$ cat config.mk
export PLATFORM = sky130hd
export DESIGN_NAME = temp_meas_ctrl_flat
export DESIGN_NICKNAME = d
export VERILOG_FILES = /design/src/rtl/temp_meas_ctrl_if.sv /design/src/rtl/temp_meas_ctrl.sv /design/src/flat_wrapper.sv
export SDC_FILE = /design/constraint.sdc
export NUM_CORES = 1
export LEC_CHECK = 0
export ABC_AREA = 1
export CELL_PAD_IN_SITES_DETAIL_PLACEMENT = 1
export CELL_PAD_IN_SITES_GLOBAL_PLACEMENT = 1
export CORE_MARGIN = 2
export CORE_UTILIZATION = 35
export CTS_CLUSTER_DIAMETER = 60
export DETAILED_ROUTE_END_ITERATION = 8
export PLACE_DENSITY = 0.88
export SYNTH_ARGS = -nofsm -noshare
export SYNTH_HDL_FRONTEND = slang
export SYNTH_SLANG_ARGS = --single-unit
$ cat constraint.sdc
create_clock -name clk -period 1.5 [get_ports clk]
set_clock_uncertainty 0.1 [all_clocks]
set_input_delay 0.3 -clock clk [delete_from_list [all_inputs] [get_ports clk]]
set_output_delay 0.3 -clock clk [all_outputs]
set_load 0.02 [all_outputs]
$ cat src/rtl/temp_meas_ctrl_if.sv
// rtl/temp_meas_ctrl_if.sv - sensor conversion handshake and temperature register-bus signals
interface temp_meas_ctrl_if;
    logic        conv_start;
    logic        conv_done;
    logic [15:0] conv_raw;
    logic        bus_en;
    logic        bus_rs;
    logic        bus_rw;
    logic [7:0]  bus_data;

    modport master (
        output conv_start, bus_en, bus_rs, bus_rw, bus_data,
        input  conv_done, conv_raw
    );

    modport slave (
        input  conv_start, bus_en, bus_rs, bus_rw, bus_data,
        output conv_done, conv_raw
    );
endinterface

$ cat src/rtl/temp_meas_ctrl.sv
// rtl/temp_meas_ctrl.sv - measurement sequencer: trigger, sensor conversion, register-bus write-back
module temp_meas_ctrl #(
    parameter int RAW_W   = 16,
    parameter int TIMEOUT = 1024
) (
    input  logic             clk,
    input  logic             rst,
    input  logic             enable,
    input  logic             oneshot,
    input  logic [15:0]      period,
    temp_meas_ctrl_if.master sif,
    output logic             busy,
    output logic [7:0]       meas_cnt,
    output logic             timeout_err
);
    localparam int TW = $clog2(TIMEOUT + 1);

    typedef enum logic [3:0] {IDLE, START, CONV, AH, DH, AL, DL, AS, DS} state_t;

    state_t           state_q, state_d;
    logic [RAW_W-1:0] raw_q;
    logic [TW-1:0]    tmo_cnt;
    logic [15:0]      per_cnt;
    logic             pending_q, overrun_q, cur_ovr_q, tmo_meas_q;

    logic        per_expire, trigger, tmo_hit;
    logic        conv_start_d, bus_en_d, bus_rs_d;
    logic [7:0]  bus_data_d, status_byte, cnt_inc;
    logic [15:0] per_load;

    assign per_expire  = enable && (per_cnt == 16'd0);
    assign trigger     = oneshot || pending_q || per_expire;
    // Counter runs load..0 inclusive, so load period-1 to get period idle cycles; 0 acts as 1.
    assign per_load    = (period == 16'd0) ? 16'd0 : period - 16'd1;
    assign cnt_inc     = meas_cnt + 8'd1;
    assign status_byte = {cnt_inc[3:0], 1'b0, cur_ovr_q, tmo_meas_q, ~tmo_meas_q};

    always_comb begin
        state_d      = state_q;
        tmo_hit      = 1'b0;
        conv_start_d = 1'b0;
        bus_en_d     = 1'b1;
        bus_rs_d     = 1'b0;
        bus_data_d   = 8'h00;

        case (state_q)
            IDLE:  if (trigger) state_d = START;
            START: state_d = CONV;
            CONV: begin
                if (sif.conv_done) begin
                    state_d = AH;
                end else if (tmo_cnt == TW'(TIMEOUT - 1)) begin
                    state_d = AS;
                    tmo_hit = 1'b1;
                end
            end
            AH:      state_d = DH;
            DH:      state_d = AL;
            AL:      state_d = DL;
            DL:      state_d = AS;
            AS:      state_d = DS;
            DS:      state_d = IDLE;
            default: state_d = IDLE;
        endcase

        // Outputs are decoded from the next state so the registered copies line up with it.
        case (state_d)
            START: begin
                conv_start_d = 1'b1;
                bus_en_d     = 1'b0;
            end
            AH: bus_data_d = 8'h03;
            DH: begin
                bus_rs_d   = 1'b1;
                bus_data_d = raw_q[15:8];
            end
            AL: bus_data_d = 8'h04;
            DL: begin
                bus_rs_d   = 1'b1;
                bus_data_d = raw_q[7:0];
            end
            AS: bus_data_d = 8'h00;
            DS: begin
                bus_rs_d   = 1'b1;
                bus_data_d = status_byte;
            end
            default: bus_en_d = 1'b0;
        endcase
    end

    always_ff @(posedge clk) begin
        if (rst) begin
            state_q        <= IDLE;
            raw_q          <= '0;
            tmo_cnt        <= '0;
            per_cnt        <= '0;
            pending_q      <= 1'b0;
            overrun_q      <= 1'b0;
            cur_ovr_q      <= 1'b0;
            tmo_meas_q     <= 1'b0;
            sif.conv_start <= 1'b0;
            sif.bus_en     <= 1'b0;
            sif.bus_rs     <= 1'b0;
            sif.bus_rw     <= 1'b0;
            sif.bus_data   <= 8'h00;
            busy           <= 1'b0;
            meas_cnt       <= 8'h00;
            timeout_err    <= 1'b0;
        end else begin
            state_q        <= state_d;
            sif.conv_start <= conv_start_d;
            sif.bus_en     <= bus_en_d;
            sif.bus_rs     <= bus_rs_d;
            sif.bus_rw     <= bus_en_d;
            sif.bus_data   <= bus_data_d;
            busy           <= (state_d != IDLE);

            if (state_q == START) begin
                tmo_cnt    <= '0;
                tmo_meas_q <= 1'b0;
            end else if (state_q == CONV) begin
                tmo_cnt <= tmo_cnt + TW'(1);
            end

            if (state_q == CONV && sif.conv_done) raw_q <= sif.conv_raw;

            if (tmo_hit) begin
                tmo_meas_q  <= 1'b1;
                timeout_err <= 1'b1;
            end

            if (state_q == DS) meas_cnt <= cnt_inc;

            // Overrun only ever accompanies a pending request, so it is reported by the run that services it.
            if (state_q == IDLE) begin
                if (trigger) begin
                    cur_ovr_q <= overrun_q;
                    pending_q <= 1'b0;
                    overrun_q <= 1'b0;
                end
            end else if (oneshot) begin
                if (pending_q) overrun_q <= 1'b1;
                else           pending_q <= 1'b1;
            end

            if (!enable) begin
                per_cnt <= 16'd0;
            end else if (state_q != IDLE && state_d == IDLE) begin
                per_cnt <= per_load;
            end else if (state_q == IDLE && per_cnt != 16'd0) begin
                per_cnt <= per_cnt - 16'd1;
            end
        end
    end
endmodule

$ cat src/flat_wrapper.sv
// flat-port wrapper written by rule: the top's interface ports become plain ports
module temp_meas_ctrl_flat 
#(
    parameter int RAW_W   = 16,
    parameter int TIMEOUT = 1024
)
  (clk, rst, enable, oneshot, period, busy, meas_cnt, timeout_err, sif_conv_start, sif_bus_en, sif_bus_rs, sif_bus_rw, sif_bus_data, sif_conv_done, sif_conv_raw);
  temp_meas_ctrl_if sif_i ();
  input  logic clk;
  input  logic rst;
  input  logic enable;
  input  logic oneshot;
  input  logic [15:0] period;
  output logic busy;
  output logic [7:0] meas_cnt;
  output logic timeout_err;
  output wire logic [$bits(sif_i.conv_start)-1:0] sif_conv_start;
  output wire logic [$bits(sif_i.bus_en)-1:0] sif_bus_en;
  output wire logic [$bits(sif_i.bus_rs)-1:0] sif_bus_rs;
  output wire logic [$bits(sif_i.bus_rw)-1:0] sif_bus_rw;
  output wire logic [$bits(sif_i.bus_data)-1:0] sif_bus_data;
  input wire logic [$bits(sif_i.conv_done)-1:0] sif_conv_done;
  input wire logic [$bits(sif_i.conv_raw)-1:0] sif_conv_raw;
  assign sif_conv_start = sif_i.conv_start;
  assign sif_bus_en = sif_i.bus_en;
  assign sif_bus_rs = sif_i.bus_rs;
  assign sif_bus_rw = sif_i.bus_rw;
  assign sif_bus_data = sif_i.bus_data;
  assign sif_i.conv_done = sif_conv_done;
  assign sif_i.conv_raw = sif_conv_raw;
  temp_meas_ctrl #(.RAW_W(RAW_W), .TIMEOUT(TIMEOUT)) u_core (.clk(clk), .rst(rst), .enable(enable), .oneshot(oneshot), .period(period), .sif(sif_i), .busy(busy), .meas_cnt(meas_cnt), .timeout_err(timeout_err));
endmodule
==> impl_metrics.json, run 1 <==
{
  "critPathTopFamily": "simple AND/OR/NAND/NOR gates",
  "first_global_vias": 5318,
  "syn_nets": 616,
  "yosys.area.top_type": "dfxtp_1",
  "final_cells": 902,
  "r2r_setup_slack_ns": -0.44,
  "outcome": "finished with violations",
  "routed_via_density": 5.86,
  "synthTopCellsByCount": "nand2_1, inv_1, dfxtp_1",
  "synth.avg_cell_area_sq_um": 6.80,
  "whs_path_depth": 2,
  "total_power_mw": 13.4,
  "synth_cell_types": 39,
  "nFillCells": 1291,
  "hpwl_mm": 10.7,
  "cts_made_buffers": 9,
  "antenna-diode-count": 0,
  "r2r_end": "u_core.per_cnt[4]",
  "yosysTopAreaCellShare_pct": 36.9,
  "synth-edff-count": 0,
  "final_nets": 799,
  "synth.most_common_cell": "nand2_1",
  "worstSkewPairLatency_ns": 0.37,
  "clockBufferDepth": 2,
  "synth_seq_area_share_pct": 36.9,
  "initial_core_util_pct": 36.0,
  "die_x_um": 110,
  "drt-initial-drc-count": 463,
  "grt_pass1_wl_mm": 28.2,
  "grt-ovfl-total": 0,
  "cp.arrival_ns": 2.08,
  "maxCapViolations": 0,
  "crit_path_end_kind": "flop",
  "yosys_warnings": 0,
  "seq_power_share_pct": 19.1,
  "tightest_slew_ns": 0.386,
  "p_comb_share_pct": 69.5,
  "top_level_ports": 59,
  "synth-seq-cells": 72,
  "critPathSlowestCell": "clkdlybuf4s50_1",
  "drc": 0,
  "async_flop_share_pct": 0,
  "intPower_mw": 6.59,
  "synth_area_sq_um": 3900,
  "ir_drop_mv": 1.18,
  "clkTransAtPathRegs_ns": 0.09,
  "dieArea_sq_um": 12000,
  "hp-class": "flop to flop",
  "ant_nets": 0,
  "num_vias": 5286,
  "finalHoldViolCount": 0,
  "syn_inst": 574,
  "worst_slack_ns": -0.456,
  "period_minus_slack_ns": 1.96,
  "r2r_cells": 9,
  "rsz0062_at_grt": "true",
  "min-delay-start": "u_core.timeout_err",
  "cts_tree": "yes",
  "syn_to_final_growth_pct": 70.3,
  "track_usage_pct": 31.1,
  "crit_buf_inv": 2,
  "yosys_most_used_dff": "dfxtp_1",
  "whs_endpoint": "u_core.timeout_err",
  "max_stage_delay_ns": 0.48,
  "synth_area_leaders": "dfxtp_1, nand2_1, inv_1",
  "hold_ws_ns": 0.378,
  "grt_max_degree": 27,
  "placedCellCount": 858,
  "timing.final.crit_share_pct": 130,
  "cp-start-kind": "input port",
  "cts_hold_buf": 0,
  "portBuffers": 58,
  "numClockSinks": 72,
  "htree_levels": 3,
  "drt-pass1-iter-count": 7,
  "r2r_start": "u_core.per_cnt[1]",
  "relSlewSlack_pct": 74.1,
  "antenna_found_initial": 0,
  "slew_violations": 0,
  "violations": "setup timing",
  "timing.fmax_mhz": 511,
  "core_sq_um": 10800,
  "gp_congestion": 0.892,
  "root_buffer": "clkbuf_8",
  "drive_gt1_share_pct": 45.3,
  "wl_per_cell_um": 25.4,
  "routed_wl_mm": 22.9,
  "setup_viol": 50,
  "rows": 38,
  "path_cells": "clkdlybuf4s50_1 > nor2_2 > nand2_1 > nor2_2 > nand2_4 > inv_1 > o21ai_0 > o21ai_0 > a21oi_1",
  "p_sw_mw": 6.83,
  "required_ns": 1.62,
  "leakage_nw": 3.01,
  "path_class": "input port to flop",
  "powerDensity_nw_per_um2": 2020,
  "die_h_um": 110,
  "swShare_pct": 50.9,
  "p_clk_share_pct": 11.4,
  "critPathMaxFanout": 4
}
worst register-to-register path: cells and delay by family (launching register included):
family / cells / cell delay [ns]
AO/OA/AOI/OAI: 2 / 0.50
XOR/XNOR: 1 / 0.12
adder cells (fa/ha/maj): 1 / 0.16
buffers and inverters: 4 / 0.49
flip-flops: 1 / 0.35
AND/OR/NAND/NOR: 1 / 0.08
layout make-up:
class / instances / area (sq um) / share of cell area, %
Timing Repair inverter: 1 / 16.3 / 0.245
Tap cell: 140 / 175 / 2.64
Timing Repair Buffer: 184 / 1650 / 24.9
Clock inverter: 7 / 56.3 / 0.847
Multi-Input combinational cell: 404 / 2800 / 42.1
Inverter: 85 / 344 / 5.18
Clock buffer: 9 / 124 / 1.86
Sequential cell: 72 / 1480 / 22.2
how the worst max path moves through the flow:
stage	start	depth (start not counted)	to
3_3_place_gp	period[0]	11	u_core.per_cnt[12]
4_1_cts	u_core.per_cnt[0]	11	u_core.per_cnt[2]
5_1_grt	u_core.per_cnt[1]	13	u_core.per_cnt[12]
6_report	period[11]	9	u_core.per_cnt[4]
2_1_floorplan	period[0]	10	u_core.per_cnt[9]
3_5_place_dp	period[1]	12	u_core.per_cnt[14]
registers in the layout (all words and copies together), names as in the netlist:
signal / cells
u_core.timeout_err: 1
u_core.sif.bus_data: 8
u_core.pending_q: 1
u_core.sif.bus_en: 1
u_core.tmo_cnt: 11
u_core.meas_cnt: 8
u_core.cur_ovr_q: 1
u_core.raw_q: 16
u_core.sif.conv_start: 1
u_core.state_q: 4
u_core.busy: 1
u_core.tmo_meas_q: 1
u_core.overrun_q: 1
u_core.per_cnt: 16
u_core.sif.bus_rs: 1
metrics by stage:
step                cell area [sq um]  setup TNS [ns]  util, %  setup slack (ns)
global placement                 5370           -7.55     49.5            -0.449
finish                           6640           -7.34     61.3            -0.456
global route                     6640           -9.17     61.3            -0.457
CTS                              6120           -1.71     56.5            -0.131
detailed placement               5370          -10.87     49.5            -0.564
floorplan                        3920         -0.0251        -           -0.0107
cells in the final DEF (no fill, tap or decap), types with 15 or more instances in the layout:
cell type	netlist	layout
dlygate4sd2_1	0	20
nand2_4	2	15
dfxtp_1	72	53
nand3_1	43	33
buf_4	1	102
buf_6	3	17
a21oi_2	0	18
inv_1	78	63
nor2_2	6	25
nand2_2	4	30
nor2_1	71	35
a21oi_1	47	27
nor2_4	5	22
nand2_1	126	86
clkdlybuf4s50_1	0	29
power groups by stage:
stage / Clock (mW) / Sequential [mW] / Combinational (mW)
2_1_floorplan: 0 / 2.50 / 3.00
3_3_place_gp: 0 / 2.43 / 5.01
3_5_place_dp: 0 / 2.45 / 5.31
4_1_cts: 1.46 / 2.47 / 7.36
5_1_grt: 1.60 / 2.57 / 9.67
6_report: 1.53 / 2.56 / 9.33
metal layers:
layer,vias up,wire (um),GRT usage (%)
li1,2212,-,-
met1,2587,8280,34.5
met2,334,11300,56.6
met3,153,1490,5.75
met4,0,1840,15.2
met5,-,0,0
repair_timing:
action / CTS / global route
buffers inserted: 13 / 12
setup endpoints to repair: 72 / 66
gates resized for setup: 189 / 118
cloned: 1 / 3
pin swaps: 52 / 31
hold endpoints to repair: 0 / 0
cells by family after synthesis:
group | Yosys count | synth area share, %
simple gates | 284 | 33.0
fa+ha+maj | 5 | 1.60
buf+inv | 99 | 10.4
flops | 72 | 36.9
compound gates | 94 | 13.6
xor+xnor | 20 | 4.49
Note: power is estimated with default switching activity, not from simulation.
==> inputs of run 2 (changes only) <==
- CORE_UTILIZATION: 35 -> 38
- PLACE_DENSITY: 0.88 -> 0.9
- clock period: 1.5 -> 2.1 ns (I/O delays scaled with it)
==> run 2 against run 1 <==
The flow now finishes without violations. Critical path depth is 8 lower. Largest cell class unchanged. Clock power is 26% lower. Sequential share of layout area is 6.4 points higher. Via count is 21% lower.
==> impl_metrics.json, run 2 (synthesis results as in run 1) <==
{
  "outcome": "finished clean",
  "ant_nets": 0,
  "drc": 0,
  "rows": 36,
  "gp_congestion": 0.842,
  "htree_levels": 3,
  "path_cells": "clkdlybuf4s50_1",
  "powerDensity_nw_per_um2": 1190,
  "drt-pass1-iter-count": 4,
  "largest_registers": "u_core.per_cnt: 16 flops, u_core.raw_q: 16 flops, u_core.tmo_cnt: 11 flops",
  "hpwl_mm": 9.44,
  "routed_via_density": 5.20,
  "cts_hold_buf": 0,
  "track_usage_pct": 24.2,
  "syn_to_final_growth_pct": 29.0,
  "fin_area_sq_um": 5030,
  "initial_core_util_pct": 39.5,
  "relSlewSlack_pct": 75.7,
  "numClockSinks": 72,
  "core_sq_um": 9860,
  "clockBufferDepth": 2,
  "drt-initial-drc-count": 175,
  "setup_viol": 0,
  "path_class": "flop to output port",
  "final_nets": 706,
  "dieArea_sq_um": 11100,
  "crit_buf_inv": 1,
  "final-seq-area_sq_um": 1440,
  "clkTransAtPathRegs_ns": 0.08,
  "num_vias": 4170,
  "slew_violations": 0,
  "cp.arrival_ns": 1.47,
  "grt-ovfl-total": 0,
  "tightest_slew_ns": 0.363,
  "layout_common_cells": "nand2_1, inv_1, dfxtp_1",
  "critPathSlowestCell": "clkdlybuf4s50_1",
  "critPathMaxFanout": 6,
  "max_stage_delay_ns": 0.66,
  "wl_per_cell_um": 16.1,
  "finalHoldViolCount": 0,
  "die_h_um": 105,
  "antenna-diode-count": 0,
  "hp-class": "flop to flop",
  "rsz0062_at_grt": "false",
  "dpl-instance-area_sq_um": 4830,
  "nFillCells": 1288,
  "ir_drop_mv": 0.599,
  "first_global_vias": 4607,
  "root_buffer": "clkbuf_8",
  "maxCapViolations": 0,
  "top_level_ports": 59,
  "multi_input_area_sq_um": 2060,
  "grt_max_degree": 30,
  "portBuffers": 58,
  "required_ns": 1.58,
  "worstSkewPairLatency_ns": 0.36,
  "timing.final.crit_share_pct": 94.6,
  "cp-start-kind": "flop",
  "leakage_nw": 2.19,
  "period_minus_slack_ns": 1.99,
  "timing.fmax_mhz": 503,
  "crit_path_end_kind": "output port",
  "setup-tns-final_ns": 0,
  "critPathTopFamily": "buffers and inverters",
  "routed_wl_mm": 12.9,
  "drive_gt1_share_pct": 12.1,
  "cts_tree": "yes",
  "antenna_found_initial": 0,
  "final_common_cell": "nand2_1",
  "die_x_um": 105,
  "grt_pass1_wl_mm": 21.8,
  "cts_made_buffers": 9
}
run 2: cell count changes in the layout (fill, tap and decap cells not counted), moves of 17 or more:
cell and change:
nor2_1 +36, nor2_4 -17, a21oi_1 +20, buf_6 -17, nor2_2 -19, buf_4 -67
dfxtp_1 +19, nand2_1 +40, dlygate4sd2_1 -20, o21ai_0 +17, a21oi_2 -18, clkdlybuf4s50_1 +29
nand2_2 -27
run 2: final timing paths:
check,from,slack [ns],cells past startpoint,to
worst max register to register,u_core.per_cnt[1],0.17,12,u_core.per_cnt[13]
worst max-delay path,u_core.meas_cnt[2],0.11,1,meas_cnt[2]
worst min register to register,u_core.raw_q[14],0.36,2,u_core.raw_q[14]
worst min-delay path,u_core.raw_q[14],0.36,2,u_core.raw_q[14]
run 2: through the flow:
stage	power [mW]	utilization, %	hold WS (ns)	std cells	setup WS [ns]
3_5_place_dp	4.74	48.9	0.351	786	-0.106
3_3_place_gp	4.52	48.9	0.341	786	-0.00633
4_1_cts	5.98	51.0	0.361	802	0.0935
5_1_grt	6.38	51.0	0.387	802	0.0285
6_report	6.00	51.0	0.364	802	0.113
2_1_floorplan	3.92	-	0.325	574	0.373
run 2: cell type report:
| class | instances | share of cell area (%) |
|---|---|---|
| sequential | 72 | 28.6 |
| clock buffer | 11 | 2.81 |
| tap | 133 | 3.31 |
| inverter | 85 | 6.44 |
| multi-input combinational | 403 | 40.9 |
| clock inverter | 5 | 1.12 |
| timing repair buffer | 93 | 16.8 |
run 2: routing by layer:
metal,up-vias,share of wire (%),track usage (%)
li1,2014,-,-
met1,2048,41,27.0
met2,82,54,45.9
met3,26,2.7,3.77
met4,0,2.1,8.67
met5,-,0,0
run 2: what timing repair did:
action,4_1_cts,5_1_grt
pin swaps,0,0
gates resized for setup,2,1
endpoints found under the setup margin,9,6
setup buffers,0,0
run 2: report_power, final:
group | internal, mW | total [mW] | switching (mW) | leakage (nW)
Clock | 0.580 | 1.13 | 0.551 | 0.0993
Sequential | 1.59 | 1.78 | 0.194 | 0.584
Combinational | 1.03 | 3.09 | 2.05 | 1.51
Total | 3.20 | 6.00 | 2.80 | 2.19
==> inputs of run 3 (changes only) <==
- PLACE_DENSITY: 0.9 -> 0.81
- SLEW_MARGIN: default -> 5
==> run 3 against run 2 <==
Global-route usage shrank 3.1 points. Highest routed layer unchanged. Combinational power shrank 5%. Sequential power is essentially flat. Setup slack gained 0.037 ns. Die area is the same. Clock power shrank 4%. Critical path depth is the same.
==> impl_metrics.json, run 3 (synthesis results as in run 1) <==
{
  "top_level_ports": 59,
  "numClockSinks": 72,
  "path_cells": "clkdlybuf4s50_1",
  "multi_input_area_sq_um": 2050,
  "crit_buf_inv": 1,
  "leakage_nw": 2.19,
  "setup_viol": 0,
  "hpwl_mm": 8.80,
  "dr_wl_met3_um": 301,
  "drive_gt1_share_pct": 12.0,
  "worst_slack_ns": 0.150,
  "root_buffer": "clkbuf_8",
  "pre_cts_slack_ns": -0.104,
  "r2r_start": "u_core.per_cnt[0]",
  "maxUsedRoutingLayer": "met4",
  "crit_end": "meas_cnt[2]",
  "post_cts_resized": 0,
  "wl_per_cell_um": 13.8,
  "grt_pass1_wl_mm": 19.5,
  "worstSkewPairLatency_ns": 0.35,
  "final-seq-area_sq_um": 1440,
  "maxCapViolations": 0,
  "crit_path_end_kind": "output port",
  "cp-start-kind": "flop",
  "cts_setup_buffers": 0,
  "drt-initial-drc-count": 148,
  "tightest_slew_ns": 0.432,
  "finalHoldViolCount": 0,
  "clkTransAtPathRegs_ns": 0.08,
  "critPathTopFamily": "buffers and inverters",
  "critPathMaxFanout": 6,
  "grt-ovfl-total": 0,
  "critPathSlowestCell": "clkdlybuf4s50_1",
  "core_sq_um": 9860,
  "placedCellCount": 786,
  "path_class": "flop to output port",
  "antenna_found_initial": 0,
  "die_h_um": 105,
  "timing.final.crit_share_pct": 92.9,
  "max_stage_delay_ns": 0.65,
  "wl_met2_mm": 5.70,
  "htree_levels": 3,
  "track_usage_pct": 21.1,
  "num_vias": 3996,
  "outcome": "finished clean",
  "drt-pass1-iter-count": 4,
  "routed_wl_mm": 11.1,
  "r2r_cells": 12,
  "powerDensity_nw_per_um2": 1160,
  "syn_to_final_growth_pct": 28.7,
  "cp-startpoint": "u_core.meas_cnt[2]",
  "nFillCells": 1290,
  "drt-met1-wl_mm": 4.92,
  "rows": 36,
  "cts_tree": "yes",
  "cts_hold_buf": 0,
  "drc": 0,
  "hold_ws_ns": 0.361,
  "rsz0062_at_grt": "false",
  "path_depth": 1,
  "ir_drop_mv": 0.563,
  "r2r_setup_slack_ns": 0.23,
  "final_common_cell": "nand2_1",
  "largest_registers": "u_core.per_cnt: 16 flops, u_core.raw_q: 16 flops, u_core.tmo_cnt: 11 flops",
  "routed_via_density": 4.99,
  "dieArea_sq_um": 11100,
  "portBuffers": 58,
  "hp-class": "flop to flop",
  "required_ns": 1.58,
  "die_x_um": 105,
  "timing.fmax_mhz": 513,
  "relSlewSlack_pct": 71.1,
  "layout_common_cells": "nand2_1, inv_1, dfxtp_1",
  "cts_made_buffers": 9,
  "initial_core_util_pct": 39.5,
  "cp.arrival_ns": 1.43,
  "first_global_vias": 4251,
  "r2r_end": "u_core.per_cnt[14]",
  "gp_congestion": 0.865,
  "period_minus_slack_ns": 1.95,
  "antenna-diode-count": 0,
  "ant_nets": 0,
  "final_nets": 706,
  "final_cells": 801,
  "clockBufferDepth": 2,
  "slew_violations": 0,
  "grt_max_degree": 30
}
## run 3: cell count changes in the layout (fill, tap and decap cells not counted)
cell      change
inv_1         +1
inv_6         +1
nand2_4       -1
clkbuf_8      -1
nand2_2       +1
clkinv_4      +1
inv_2         -1
clkbuf_1      -1
clkinv_2      -1
## run 3: through the flow
| stage | area [sq um] | power [mW] | util, % | TNS [ns] |
|---|---|---|---|---|
| floorplan | 3900 | 3.92 | - | 0 |
| CTS | 5020 | 5.84 | 50.9 | 0 |
| global route | 5020 | 6.35 | 50.9 | 0 |
| finish | 5020 | 5.80 | 50.9 | 0 |
| global placement | 4830 | 4.55 | 48.9 | -0.00131 |
| detailed placement | 4830 | 4.72 | 48.9 | -0.335 |
## run 3: power breakdown
| group | switching [mW] | leakage [nW] | internal (mW) |
|---|---|---|---|
| clock network | 0.542 | 0.0957 | 0.548 |
| registers | 0.184 | 0.584 | 1.59 |
| logic | 1.89 | 1.51 | 1.05 |
## run 3: how the worst min path moves through the flow
stage / from / to / slack (ns) / cells after the start
global placement: u_core.raw_q[14] / u_core.raw_q[14] / 0.34 / 2
CTS: u_core.raw_q[7] / u_core.raw_q[7] / 0.36 / 2
floorplan: u_core.raw_q[10] / u_core.raw_q[10] / 0.32 / 2
global route: u_core.timeout_err / u_core.timeout_err / 0.38 / 2
detailed placement: u_core.timeout_err / u_core.timeout_err / 0.35 / 2
finish: u_core.raw_q[14] / u_core.raw_q[14] / 0.36 / 2
## run 3: final cells by class
type / instances / area share [%]
clock buffer: 9 / 2.47
inverter: 85 / 6.45
multi-input combinational: 403 / 40.9
clock inverter: 6 / 1.37
sequential: 72 / 28.7
tap: 133 / 3.31
timing repair buffer: 93 / 16.8
## run 3: per-layer routing
layer | global-route usage, % | up-vias
met3 | 3.65 | 16
met5 | 0 | -
met2 | 39.2 | 44
met1 | 25.0 | 1920
li1 | - | 2016
met4 | 5.05 | 0
## run 3: worst register-to-register path, stage by stage, from the launching register on
cell	delay [ns]
dfxtp_1	0.32
inv_1	0.16
ha_1	0.19
nand3_1	0.07
nor2_1	0.19
nand2_2	0.09
nand2_4	0.11
nand2_2	0.13
buf_4	0.19
nand2_1	0.06
inv_1	0.04
nand2_1	0.04
a21oi_1	0.05
